$ cat config.mk
export PLATFORM = sky130hd
export DESIGN_NAME = vmem_sequencer
export DESIGN_NICKNAME = d
export VERILOG_FILES = /design/src/rtl/vmem_pkg.sv /design/src/rtl/vmem_lane_ctr.sv /design/src/rtl/vmem_sequencer.sv
export SDC_FILE = /design/constraint.sdc
export NUM_CORES = 1
export LEC_CHECK = 0
export CAP_MARGIN = 20
export CORE_MARGIN = 4
export CORE_UTILIZATION = 45
export CTS_CLUSTER_DIAMETER = 30
export DETAILED_ROUTE_END_ITERATION = 16
export PLACE_DENSITY = 0.8
export REMOVE_ABC_BUFFERS = 1
export SLEW_MARGIN = 10
export SYNTH_ARGS = -nofsm -noshare
export SYNTH_HDL_FRONTEND = slang
export SYNTH_SLANG_ARGS = --single-unit
$ cat constraint.sdc
create_clock -name clk -period 3.8 [get_ports clk]
set_clock_uncertainty 0.1 [all_clocks]
set_input_delay 0.76 -clock clk [delete_from_list [all_inputs] [get_ports clk]]
set_output_delay 0.76 -clock clk [all_outputs]
set_load 0.005 [all_outputs]
$ cat src/rtl/vmem_pkg.sv
// vmem_pkg: default geometry and FSM state type shared by the vector memory sequencer
package vmem_pkg;
   localparam int LANES_DEF  = 16;
   localparam int ELEM_W_DEF = 16;
   localparam int STRIDE_DEF = 2;
   typedef enum logic [1:0] {IDLE, LOAD, STORE, DONE} vmem_state_t;
endpackage

$ cat src/rtl/vmem_lane_ctr.sv
// vmem_lane_ctr: element index counter with terminal-count flag; wraps to 0 after the last lane
module vmem_lane_ctr #(
   parameter int LANES = 16,
   parameter int IW    = (LANES > 1) ? $clog2(LANES) : 1
) (
   input  logic          clk,
   input  logic          reset,
   input  logic          enable,
   input  logic          clear,
   output logic [IW-1:0] idx,
   output logic          last
);
   logic [IW-1:0] idx_q, idx_d;
   assign last = idx_q == IW'(LANES - 1);
   assign idx  = idx_q;
   // clear has priority; a beat on the last lane wraps so the next transfer starts clean
   always_comb idx_d = clear ? '0 : (enable ? (last ? '0 : idx_q + 1'b1) : idx_q);
   // index register
   always_ff @(posedge clk or negedge reset)
      if (!reset) idx_q <= '0;
      else        idx_q <= idx_d;
endmodule

$ cat src/rtl/vmem_sequencer.sv
// vmem_sequencer: serialises vector loads/stores into per-element memory beats.
// Optional macro VMEM_SEQ_ALIGN_CHK_EN adds an err output that rejects odd base addresses.
module vmem_sequencer
   import vmem_pkg::*;
#(
   parameter int LANES  = LANES_DEF,
   parameter int ELEM_W = ELEM_W_DEF,
   parameter int STRIDE = STRIDE_DEF
) (
   input  logic                    clk,
   input  logic                    reset,
   input  logic                    vload_req,
   input  logic                    vstore_req,
   input  logic [31:0]             base_addr,
   input  logic [LANES*ELEM_W-1:0] store_vec,
   input  logic [ELEM_W-1:0]       mem_rdata,
   input  logic                    mem_ready,
   output logic [31:0]             mem_addr,
   output logic                    mem_en,
   output logic                    mem_we,
   output logic [ELEM_W-1:0]       mem_wdata,
   output logic [LANES*ELEM_W-1:0] load_vec,
   output logic                    busy,
   output logic                    done
`ifdef VMEM_SEQ_ALIGN_CHK_EN
   ,
   output logic                    err
`endif
);
   localparam int IW = (LANES > 1) ? $clog2(LANES) : 1;
   localparam int VW = LANES * ELEM_W;
   vmem_state_t   state_q, state_d;
   logic [31:0]   base_q, base_d;
   logic [VW-1:0] vec_q, vec_d, load_q, load_d;
   logic [IW-1:0] idx;
   logic          last, xfer, beat, accept, misalign;
`ifdef VMEM_SEQ_ALIGN_CHK_EN
   logic          err_q, err_d;
   assign misalign = base_addr[0];
   assign err      = err_q;
`else
   assign misalign = 1'b0;
`endif
   assign xfer = (state_q == LOAD) || (state_q == STORE);
   assign beat = xfer && mem_ready;
   vmem_lane_ctr #(.LANES(LANES), .IW(IW)) u_ctr (
      .clk    (clk),
      .reset  (reset),
      .enable (beat),
      .clear  (accept),
      .idx    (idx),
      .last   (last)
   );
   // next state: accept only in IDLE (load wins), finish after the last lane's beat
   always_comb begin
      state_d = state_q;
      accept  = 1'b0;
      case (state_q)
         IDLE: if ((vload_req || vstore_req) && !misalign) begin
            accept  = 1'b1;
            state_d = vload_req ? LOAD : STORE;
         end
         LOAD, STORE: if (mem_ready && last) state_d = DONE;
         DONE: state_d = IDLE;
      endcase
   end
   // capture request operands and assemble load lanes as beats complete
   always_comb begin
      base_d = accept ? base_addr : base_q;
      vec_d  = (accept && !vload_req) ? store_vec : vec_q;
      load_d = load_q;
      if (state_q == LOAD && mem_ready) load_d[int'(idx)*ELEM_W +: ELEM_W] = mem_rdata;
   end
`ifdef VMEM_SEQ_ALIGN_CHK_EN
   // one-cycle error pulse for a rejected misaligned request
   always_comb err_d = (state_q == IDLE) && (vload_req || vstore_req) && misalign;
`endif
   // state and datapath registers
   always_ff @(posedge clk or negedge reset)
      if (!reset) begin
         state_q <= IDLE;
         base_q  <= '0;
         vec_q   <= '0;
         load_q  <= '0;
`ifdef VMEM_SEQ_ALIGN_CHK_EN
         err_q   <= 1'b0;
`endif
      end else begin
         state_q <= state_d;
         base_q  <= base_d;
         vec_q   <= vec_d;
         load_q  <= load_d;
`ifdef VMEM_SEQ_ALIGN_CHK_EN
         err_q   <= err_d;
`endif
      end
   // memory-side outputs are quiet outside LOAD/STORE
   always_comb begin
      mem_en    = xfer;
      mem_we    = state_q == STORE;
      mem_addr  = xfer ? base_q + 32'(idx) * 32'(STRIDE) : '0;
      mem_wdata = xfer ? vec_q[int'(idx)*ELEM_W +: ELEM_W] : '0;
      busy      = xfer;
      done      = state_q == DONE;
      load_vec  = load_q;
   end
endmodule

Word level (Yosys, flattened, before mapping)
Index checks and enable logic that the tools add are counted.
W data, S select, Z words.
- $add $sub $neg: 3
- muxes and demuxes: 12
- reduce and logical (&&, ||, !) cells: 11
- equal/unequal tests: 6
- shift-type cells: 3
- operators by type and width (operator ; count):
    $bwmux W256 ; 1
    $shift A16 B33 Y256 const A ; 1
    $shiftx A16 B33 Y256 ; 1
    $shiftx A256 B9 Y16 ; 1
    $neg A8 Y33 ; 1
    $add A32 B5 Y32 ; 1
    $mux W32 ; 1
    $mux W16 ; 1
    $mux W4 ; 3
    $mux W2 ; 3
    $pmux W2 S3 ; 1
    $add A4 B1 Y4 const B ; 1
    $eq A2 B2 Y1 const B ; 2
    $eq A4 B4 Y1 const B ; 1
    $logic_and A1 B1 Y1 ; 4
    $ne A2 B2 Y1 const B ; 2
    $eq A2 B1 Y1 const B ; 1
    $logic_not A2 Y1 ; 1
    $logic_or A1 B1 Y1 ; 2
    $mux W1 ; 2
    $reduce_and A2 Y1 ; 1
    $reduce_bool A2 Y1 ; 1
    $reduce_or A2 Y1 ; 1
    $logic_not A1 Y1 ; 1
- bits of input ports: 309
- output and inout port bits: 308
- word-level logic and storage cells: 40
- register bits after elaboration: 550

Depth between registers and ports, before layout
- depth in word-level cells: 5
- depth in mapped cells: 12
- mapped depth without buffers: 7

By module
A second synthesis with hierarchy kept.
- cells, all modules: 2069
- area total of the unflattened synthesis: 24270.8 um^2
- by module, submodules not included (module ; instances ; area each (um^2) ; cells an instance ; seq. area each (um^2)):
    vmem_sequencer ; 1 ; 24064.3 ; 2049 ; 13663.1
    vmem_lane_ctr ; 1 ; 206.4 ; 20 ; 100.1

Least setup slack after synthesis
No wires, ideal clock.
- path kind: register -> output
- from: register u_ctr.idx_q[1] (netlist: u_ctr.idx[1])
- to: output port mem_addr[27]
- stages on the path, launching flop included: 12
- slack: 0.032 ns
- required time: 2.940 ns
- path buffers: 5
- arrival: 2.908 ns
- path through: dfrtp_1 -> clkbuf_1 -> buf_2 -> buf_1 -> inv_1 -> fa_1 -> nand2b_1 -> a21o_1 -> clkbuf_1 -> clkbuf_1 -> o311ai_0 -> o41ai_1
- cells in the longest elaborated chain, start to end: 2
- ends and longest elaborated chain (item ; line ; source):
    start, declared ; vmem_lane_ctr.sv:13 ; logic [IW-1:0] idx_q, idx_d;
    start signal, assigned ; vmem_lane_ctr.sv:21 ; else idx_q <= idx_d;
    $add A32 B5 Y32 ; vmem_sequencer.sv:101 ; mem_addr = xfer ? base_q + 32'(idx) * 32'(STRIDE) : '0;
    $mux W32 ; vmem_sequencer.sv:101 ;
    end, declared ; vmem_sequencer.sv:18 ; output logic [31:0] mem_addr,
No other way between the ends.

Final worst setup path
- from: register u_ctr.idx_q[0] (netlist: u_ctr.idx[0])
- to: output port mem_addr[25]
The elaborated chain is that of the path after synthesis.

==> reports/metrics.cfg <==
[logic_synthesis]
synth_area_sq_um=24700
yosysWarnings=0
ys.flop_type=dfrtp_1
synth-seq-area-share_pct=55.6
async_flop_share_pct=100
synth_cell_types=62
synthCells=1835
syn_avg_cell_area_sq_um=13.5
ys_seq_elements=550
synth-edff-count=0

[grt]
grt_pass1_wl_mm=129
antenna_found_initial=26
gr-total-overflow=0
grt_usage_pct=28.5
grt_max_degree=106
first_global_vias=20700

[floorplan]
pin_count=617
std_cell_rows=85
die_area_sq_um=58800
fp.coreArea_sq_um=54100
dieWidth_um=242
die_y_um=242
start_util_pct=45.7

[job]
drv_cap=0

[critical_path]
worstPathMaxFanout=7
ff2ff_path_depth=9
crit_top_cell=buf_4
end_kind=output port
cp.arrival_ps=2940
worstReg2RegStart=u_ctr.idx[0]
critPathKind=register to output port
crit_path_top_delay_cell=dfrtp_4
crit_path_start_kind=register
crit_end=mem_addr[25]
r2r_slack_ps=380
crit_path_max_incr_delay_ps=410
r2r_end=load_vec[42]
required_ps=2940
startpoint=u_ctr.idx[0]
crit_chain=ha_2, inv_1, fa_2, nand2b_4, a21o_4, buf_4, buf_4, o311ai_4, o41ai_1, dlygate4sd2_1

[finish]
area.growth.synth_to_final_pct=48.5
nets=2861
fin_cells=3343
drive_gt1_share_pct=33.4

[outcome]
violations=setup timing
outcome=finished with violations

[place]
gp_congestion=0.895
dp_hpwl_mm=58.4
port_buffers=616
dp.cells=3082

[cts]
cts_sinks=550
clock_latency_ps=620
htreeDepth=3
clkTransAtPathRegs_ps=50
cts_buffers=111
clockBufferDepth=3
clock-root-buffer=clkbuf_16
cts_tree=yes

[routing]
wl_per_cell_um=25.8
routed_via_density=5.69
drc=0
drt-initial-drc-count=1174
ant_nets=0
vias=19000
wirelength_mm=86.3
dr.pass1.iters=5

[power_and_ir_drop]
vdd_ir_drop_max_uv=733
leakage_nw=16.4
p_per_area_nw_per_um2=796

[timing]
max_freq_ghz=0.263
fin_tns_setup_ps=-3.21
timing.slew.headroom_pct=27.1
tightest_slew_ps=1090
drv_slew=0
rsz0062_at_grt=yes
setup-violations-final=1
worst_slack_ps=-3.21
finalCriticalPeriod_ps=3800
hold_viol_final=0
finalCritPeriodShare_pct=100

[worst_hold_path]
hp-class=input pin to asynchronous set/reset pin

[cells in the mapped netlist (4+ instances only)]
| master | number | area [sq um] |
|---|---|---|
| and4_1 | 10 | 87.6 |
| nor3_1 | 4 | 20.0 |
| clkbuf_1 | 83 | 312 |
| o211ai_1 | 15 | 113 |
| nor2_1 | 20 | 75.1 |
| buf_1 | 7 | 26.3 |
| and2_1 | 52 | 325 |
| and3_1 | 53 | 332 |
| o21ai_0 | 70 | 350 |
| mux2_1 | 20 | 225 |
| nand4_1 | 41 | 257 |
| dfrtp_1 | 550 | 13800 |
| nand3_1 | 25 | 125 |
| inv_1 | 36 | 135 |
| mux2i_1 | 38 | 380 |
| nand3_2 | 9 | 90.1 |
| buf_4 | 4 | 30.0 |
| nand2b_1 | 9 | 56.3 |
| nand2_1 | 104 | 390 |
| o31ai_1 | 16 | 120 |
| a32oi_1 | 15 | 131 |
| ha_1 | 11 | 138 |
| xor2_1 | 4 | 35.0 |
| xnor2_1 | 4 | 35.0 |
| a21o_1 | 11 | 82.6 |
| or3_1 | 6 | 37.5 |
| buf_2 | 28 | 140 |
| mux2_2 | 463 | 5210 |
| a21oi_1 | 24 | 120 |
| mux4_2 | 49 | 1100 |
| or4_1 | 11 | 82.6 |
[critical path, delay by kind of cell, from the launching register on]
kind	cells	cell delay, ps
buffers and inverters	4	650
AOI/OAI and AO/OA	3	570
adders and majority gates	2	510
DFF	1	410
and+or+nand+nor	1	180
[cell families (layout without fill, tap and decap cells)]
group | count (synthesis) | after routing | synth area share, %
adders and majority gates | 12 | 12 | 0.637
muxes | 570 | 570 | 28.0
and+or+nand+nor | 366 | 368 | 8.48
xor gates and xnor gates | 8 | 8 | 0.283
buffers and inverters | 161 | 957 | 2.68
AOI/OAI and AO/OA | 168 | 168 | 4.29
other | 0 | 14 | 0
DFF | 550 | 550 | 55.6
[stage by stage]
stage | area, sq um | utilization (%) | hold slack (ps) | power [W] | worst slack (ps)
after floorplan | 24200 | - | 364 | 0.0139 | -3330
after global placement | 31900 | 59.0 | 363 | 0.0176 | 121
after detailed placement | 31900 | 59.0 | 370 | 0.0180 | 93.2
after CTS | 36500 | 67.4 | 46.8 | 0.0292 | -35.8
after global routing | 36700 | 67.8 | 75.6 | 0.0305 | -105
final | 36700 | 67.9 | 39.3 | 0.0292 | -3.21
[cell usage in the layout, fill, tap and decap left out, types with 13 or more instances in the layout]
cell type          n
mux4_2            49
and2_1            52
o211ai_1          15
diode_2           14
buf_4             73
nand2_1          103
a21oi_1           15
nand4_1           41
and3_1            53
clkinv_2          13
inv_1             36
clkinvlp_4        15
clkbuf_8          16
bufinv_16         22
o21ai_0           68
mux2_1            20
nand3_1           24
clkbuf_16        114
clkdlybuf4s50_1  582
mux2i_1           38
nor2_1            17
dfrtp_1          547
mux2_2           463
a32oi_1           15
dlygate4sd2_1     18
buf_12            14
o31ai_1           15
[metal layers]
layer / up-vias / wire length (um) / global-route usage (%) / part of all wire, %
met3: 233 / 7120 / 8.62 / 8.2
met1: 9697 / 31800 / 33.0 / 37
met2: 932 / 43600 / 48.7 / 51
li1: 8151 / - / - / -
met4: 22 / 3660 / 13.0 / 4.2
met5: - / 137 / 0 / 0.16
[report_power, final]
group	total (W)	switching [W]	leakage [nW]	internal, W
registers	0.00900	0.00123	6.96	0.00777
clock network	0.0105	0.00330	1.97	0.00724
logic	0.00969	0.00455	7.46	0.00514
total	0.0292	0.00908	16.4	0.0201
[state kept, by name (all words and copies together) (netlist names)]
register and flops:
base_q 32, load_vec 256, state_q 2, u_ctr.idx 4, vec_q 256
[cell type report]
| cell class | instances | area, sq um |
|---|---|---|
| diodes | 14 | 35.0 |
| clock buffers | 139 | 3090 |
| clock inverters | 67 | 1030 |
| fillers | 3514 | 17400 |
| inverters | 37 | 140 |
| multi-input cells | 1126 | 10600 |
| flip-flops and latches | 550 | 13800 |
| well taps | 696 | 871 |
| repair buffers | 714 | 7220 |
[how the worst min path moves through the flow]
stage             startpoint       endpoint  slack, ps  cells after the start
6_report               reset     vec_q[106]         40                      1
5_1_grt                reset     vec_q[106]         80                      1
4_1_cts                reset     vec_q[106]         50                      1
3_5_place_dp     load_vec[7]    load_vec[7]        370                      2
3_3_place_gp   load_vec[113]  load_vec[113]        360                      1
2_1_floorplan          reset      base_q[0]        360                      0
[repair_timing]
item                                    4_1_cts  5_1_grt
endpoints found under the setup margin       42       80
resized for setup                            63       44
pin swaps                                     7        9
hold endpoints to repair                      0        0
hold buffers                                  0        0
setup buffers                                18       13
gates cloned                                  7        3
Power figures use the tool's default switching activity.
